## src/rtl/mem_fill_arbiter.sv

```systemverilog
// Shares one multi-cycle main-memory read port between the I-cache and D-cache fill engines.
// A granted fill issues one word address per cycle, then returning beats are routed to the owner.
module mem_fill_arbiter #(
    parameter int BLOCK_WORDS = 8,
    parameter int ADDR_W      = 16,
    parameter int DATA_W      = 16,
    localparam int WORD_W     = $clog2(BLOCK_WORDS)
) (
    input  logic              clk,
    input  logic              rst,
    input  logic              i_req,
    input  logic [ADDR_W-1:0] i_addr,
    input  logic              d_req,
    input  logic [ADDR_W-1:0] d_addr,
    output logic              mem_en,
    output logic [ADDR_W-1:0] mem_addr,
    input  logic [DATA_W-1:0] mem_data,
    input  logic              mem_data_valid,
    output logic              i_grant,
    output logic              d_grant,
    output logic [DATA_W-1:0] fill_data,
    output logic [WORD_W-1:0] fill_word,
    output logic              i_fill_valid,
    output logic              d_fill_valid,
    output logic              i_done,
    output logic              d_done
);
    localparam logic [1:0] IDLE  = 2'd0;
    localparam logic [1:0] ISSUE = 2'd1;
    localparam logic [1:0] DRAIN = 2'd2;

    localparam logic [WORD_W-1:0] LAST_WORD = WORD_W'(BLOCK_WORDS - 1);
    localparam logic [ADDR_W-1:0] BASE_MASK = ~ADDR_W'(4'hF);

    logic [1:0]        state;
    logic              owner;      // 0 = I-cache, 1 = D-cache; holds last owner while idle
    logic [WORD_W-1:0] issue_cnt;
    logic [WORD_W-1:0] rx_cnt;
    logic [ADDR_W-1:0] base;

    logic              busy;
    logic              start;
    logic              pick_d;
    logic              beat;
    logic              last_beat;
    logic [ADDR_W-1:0] win_addr;

    // On a tie the requester that was not served last wins.
    assign busy      = (state == ISSUE) || (state == DRAIN);
    assign start     = (state == IDLE) && (i_req || d_req);
    assign pick_d    = d_req && (!i_req || !owner);
    assign win_addr  = pick_d ? d_addr : i_addr;
    assign beat      = busy && mem_data_valid;
    assign last_beat = beat && (rx_cnt == LAST_WORD);

    always_ff @(posedge clk or posedge rst) begin
        if (rst) begin
            state     <= IDLE;
            owner     <= 1'b0;
            issue_cnt <= '0;
            rx_cnt    <= '0;
        end else if (last_beat) begin
            state     <= IDLE;
            issue_cnt <= '0;
            rx_cnt    <= '0;
        end else begin
            if (beat) begin
                rx_cnt <= rx_cnt + WORD_W'(1);
            end
            case (state)
                IDLE: begin
                    if (start) begin
                        state <= ISSUE;
                        owner <= pick_d;
                    end
                end
                ISSUE: begin
                    issue_cnt <= issue_cnt + WORD_W'(1);
                    if (issue_cnt == LAST_WORD) begin
                        state <= DRAIN;
                    end
                end
                DRAIN:   state <= DRAIN;
                default: state <= IDLE;
            endcase
        end
    end

    // Block base is captured with the grant; the low nibble is forced to zero so offsets never carry.
    always_ff @(posedge clk) begin
        if (start) begin
            base <= win_addr & BASE_MASK;
        end
    end

    assign mem_en       = (state == ISSUE);
    assign mem_addr     = mem_en ? (base + ADDR_W'({issue_cnt, 1'b0})) : '0;

    assign i_grant      = busy && !owner;
    assign d_grant      = busy && owner;

    assign fill_data    = mem_data;
    assign fill_word    = rx_cnt;
    assign i_fill_valid = beat && !owner;
    assign d_fill_valid = beat && owner;
    assign i_done       = last_beat && !owner;
    assign d_done       = last_beat && owner;

endmodule

```

## config.mk

```make
export PLATFORM = sky130hd
export DESIGN_NAME = mem_fill_arbiter
export DESIGN_NICKNAME = d
export VERILOG_FILES = /design/src/rtl/mem_fill_arbiter.sv
export SDC_FILE = /design/constraint.sdc
export NUM_CORES = 1
export LEC_CHECK = 0
export CAP_MARGIN = 25
export CORE_ASPECT_RATIO = 0.75
export CORE_UTILIZATION = 30
export CTS_BUF_LIST = sky130_fd_sc_hd__clkbuf_16
export DETAILED_ROUTE_END_ITERATION = 8
export PLACE_DENSITY = 0.77
export SLEW_MARGIN = 15
export SYNTH_ARGS = -nofsm -noshare
export SYNTH_HDL_FRONTEND = slang
export SYNTH_SLANG_ARGS = --single-unit
```

## constraint.sdc

```tcl
create_clock -name clk -period 3.3 [get_ports clk]
set_clock_uncertainty 0.15 [all_clocks]
set_input_delay 0.66 -clock clk [delete_from_list [all_inputs] [get_ports clk]]
set_output_delay 0.66 -clock clk [all_outputs]
set_load 0.01 [all_outputs]
```

==> metrics.md <==
| Metric | Value |
|---|---|
| Run status | `completed` |
| Ys Warns | `0` |
| Die Ht | `59.1 µm` |
| Max H-tree Level | `1` |
| Via/cell ratio | `4.28` |
| Pin count of the biggest net entering global routing | `21` |
| Pwr dens | `742 nW/µm²` |
| Leading cell type in the layout, fill and taps excluded | `clkdlybuf4s50_1` |
| First-pass DRT Iterations | `4` |
| Clock slew at reported path FFs | `60 ps` |
| Routed WL | `2520 µm` |
| Final std cells w/o fill | `206` |
| Worst setup SP type | `input pin` |
| Worst slew margin | `61.0%` |
| Drc violations | `0` |
| Final global-route overflow total | `0` |
| Avg Cell Area, Syn | `11.7 µm²` |
| F_max | `345 MHz` |
| Area delta synth->final | `42.0%` |
| Antenna Diode Count | `0` |
| # resized after CTS | `0` |
| Most frequent cells in the layout | `clkdlybuf4s50_1 (53), and2_1 (15), edfxtp_1 (12), mux2_4 (10), dfrtp_1 (9)` |
| Worst skew pair latency | `250 ps` |
| Total CTS buffers | `3` |
| Fin. max-slew vios | `0` |
| #FFs+latches synth | `21` |
| Clock tree buffer depth | `2` |
| Setup crit end kind | `output port` |
| Routability cong. | `0.678` |
| Synth Net Count | `171` |
| Unique masters post-synth | `31` |
| Initial antenna violation count | `0` |
| Crit path required time | `2490 ps` |
| Final ANT Viol Nets | `0` |
| DR iter-0 viols | `34` |
| Hold_ws | `385 ps` |
| CTS tree | `done` |
| Fin crit share | `87.8%` |
| Leakage | `0.763 nW` |
| CTS Sinks | `21` |
| Post-CTS Hold Fix Bufs | `0` |
| Die X | `78.2 µm` |
| Area of the core | `4100 µm²` |
| Setup TNS Final | `0 ps` |
| Placed insts | `202` |
| Port-buffer cells | `53` |
| Layout cells sized above 1 | `15.9%` |
| RSZ-0062 raised after global routing | `false` |
| Worst-Margin Slew | `585 ps` |
| Initial Utilization | `31.8%` |
| Final Hold Violating Endpoints | `0` |
| Die Area | `4620 µm²` |
| CP max FO | `7` |
| Nets | `211` |
| CP Class | `input pin to output port` |
| Post-Synthesis Cell Area | `1310 µm²` |
| First-pass GRT wire length | `3880 µm` |
| Maximum capacitance violations | `0` |
| # setup viols final | `0` |
| Syn Inst Count | `112` |
| Worst vdd ir | `0.274 mV` |
| Arrival time worst endpoint | `2090 ps` |
| Wire per inst | `12.2 µm` |
| Routed vias | `881` |
| Top Ports | `95` |
| Number of global-route vias before repair | `862` |
| Tightest Hold Check Type | `flip-flop to flip-flop` |
| Clock root buffer | `clkbuf_16` |
| Post-CTS Setup Bufs | `0` |
| Post-DP HPWL | `2070 µm` |
| Count of standard-cell rows | `20` |
| Post-synthesis sequential area ratio | `44.8%` |
| GRT Total Usage | `11.1%` |
| Tmin final | `2900 ps` |
[path summary, 6_finish.rpt]
kind | cells after the start | slack, ps | endpoint | from
setup reg to reg | 5 | 1530 | state[0]$_DFFE_PP0P_ | state[1]$_DFFE_PP0P_
setup / recovery | 4 | 400 | i_done | mem_data_valid
min in group asynchronous | 2 | 530 | issue_cnt[1]$_DFFE_PP0P_ | rst
max in group asynchronous | 2 | 2210 | fill_word[1]$_DFFE_PP0P_ | rst
hold / removal | 2 | 380 | fill_word[2]$_DFFE_PP0P_ | fill_word[2]$_DFFE_PP0P_
hold reg to reg | 2 | 380 | fill_word[2]$_DFFE_PP0P_ | fill_word[2]$_DFFE_PP0P_
[critical path, stage by stage]
cell and delay, ps:
clkdlybuf4s50_1 510, nand3_1 210, nor2_1 160, clkdlybuf4s50_1 550
[per-layer routing]
layer / GRT usage, % / vias up / part of all wire [%] / wire (µm)
met2: 20.6 / 20 / 54 / 1360
met3: 2.31 / 2 / 4.1 / 103
met1: 12.3 / 418 / 41 / 1030
met4: 5.56 / 0 / 1.1 / 27
met5: 0 / - / 0 / 0
li1: - / 441 / - / -
[cells by family (layout without fill, tap and decap cells)]
| group | count (synthesis) | count (layout) | share of synthesized area (%) |
|---|---|---|---|
| flip-flops | 21 | 21 | 44.8 |
| AO/OA/AOI/OAI | 9 | 9 | 4.79 |
| adder cells (fa/ha/maj) | 6 | 6 | 5.75 |
| buffers and inverters | 23 | 62 | 12.2 |
| other | 1 | 1 | 0.287 |
| XOR/XNOR | 1 | 1 | 0.671 |
| multiplexers | 16 | 16 | 16.4 |
| AND/OR/NAND/NOR | 35 | 35 | 15.1 |
[Yosys cell counts]
| cell | n | area share (%) |
|---|---|---|
| edfxtp_1 | 12 | 28 |
| and2_1 | 15 | 7.2 |
| mux2_2 | 3 | 2.6 |
| o2bb2ai_1 | 1 | 0.67 |
| buf_6 | 1 | 0.86 |
| a41oi_1 | 1 | 0.67 |
| clkbuf_1 | 1 | 0.29 |
| a21oi_1 | 2 | 0.77 |
| buf_4 | 17 | 9.8 |
| nand2_1 | 4 | 1.1 |
| a21boi_2 | 1 | 0.86 |
| buf_2 | 1 | 0.38 |
| nor3_1 | 1 | 0.38 |
| nor2_1 | 6 | 1.7 |
| and2b_2 | 1 | 0.67 |
| nor2b_1 | 2 | 0.96 |
| and3_2 | 1 | 0.57 |
| a21o_1 | 1 | 0.57 |
| xnor2_1 | 1 | 0.67 |
| ha_1 | 6 | 5.7 |
| and2_2 | 2 | 1.1 |
| conb_1 | 1 | 0.29 |
| mux2_4 | 10 | 11 |
| and3_1 | 1 | 0.48 |
| nand3_1 | 1 | 0.38 |
| a31oi_1 | 1 | 0.48 |
| mux2i_1 | 3 | 2.3 |
| nand2b_1 | 1 | 0.48 |
| dfrtp_1 | 9 | 17 |
| inv_1 | 3 | 0.86 |
| o21ai_0 | 2 | 0.77 |
[cell type report]
cell class	count	area (µm²)
fillers	390	2250
flip-flops and latches	21	586
multi-input cells	68	562
repair buffers	55	546
clock buffers	3	75.1
well taps	55	68.8
inverters	3	11.3
clock inverters	1	7.51
[through the flow]
step	setup WS, ps	cell area, µm²	power [mW]	util, %
2_1_floorplan	1260	1310	0.852	-
3_3_place_gp	405	1770	1.10	43.2
3_5_place_dp	419	1770	1.14	43.2
4_1_cts	406	1860	1.40	45.2
5_1_grt	296	1860	1.48	45.2
6_report	403	1860	1.38	45.2
[power by group]
group | total, mW | internal, mW | switching (mW)
Combinational | 0.663 | 0.376 | 0.288
Clock | 0.259 | 0.164 | 0.0949
Sequential | 0.455 | 0.395 | 0.0606
[registers in the layout, indices dropped and copies added, names as in the netlist]
signal / flops
state: 2
owner: 1
base: 12
issue_cnt: 3
fill_word: 3
(Power assumes the default switching activity.)
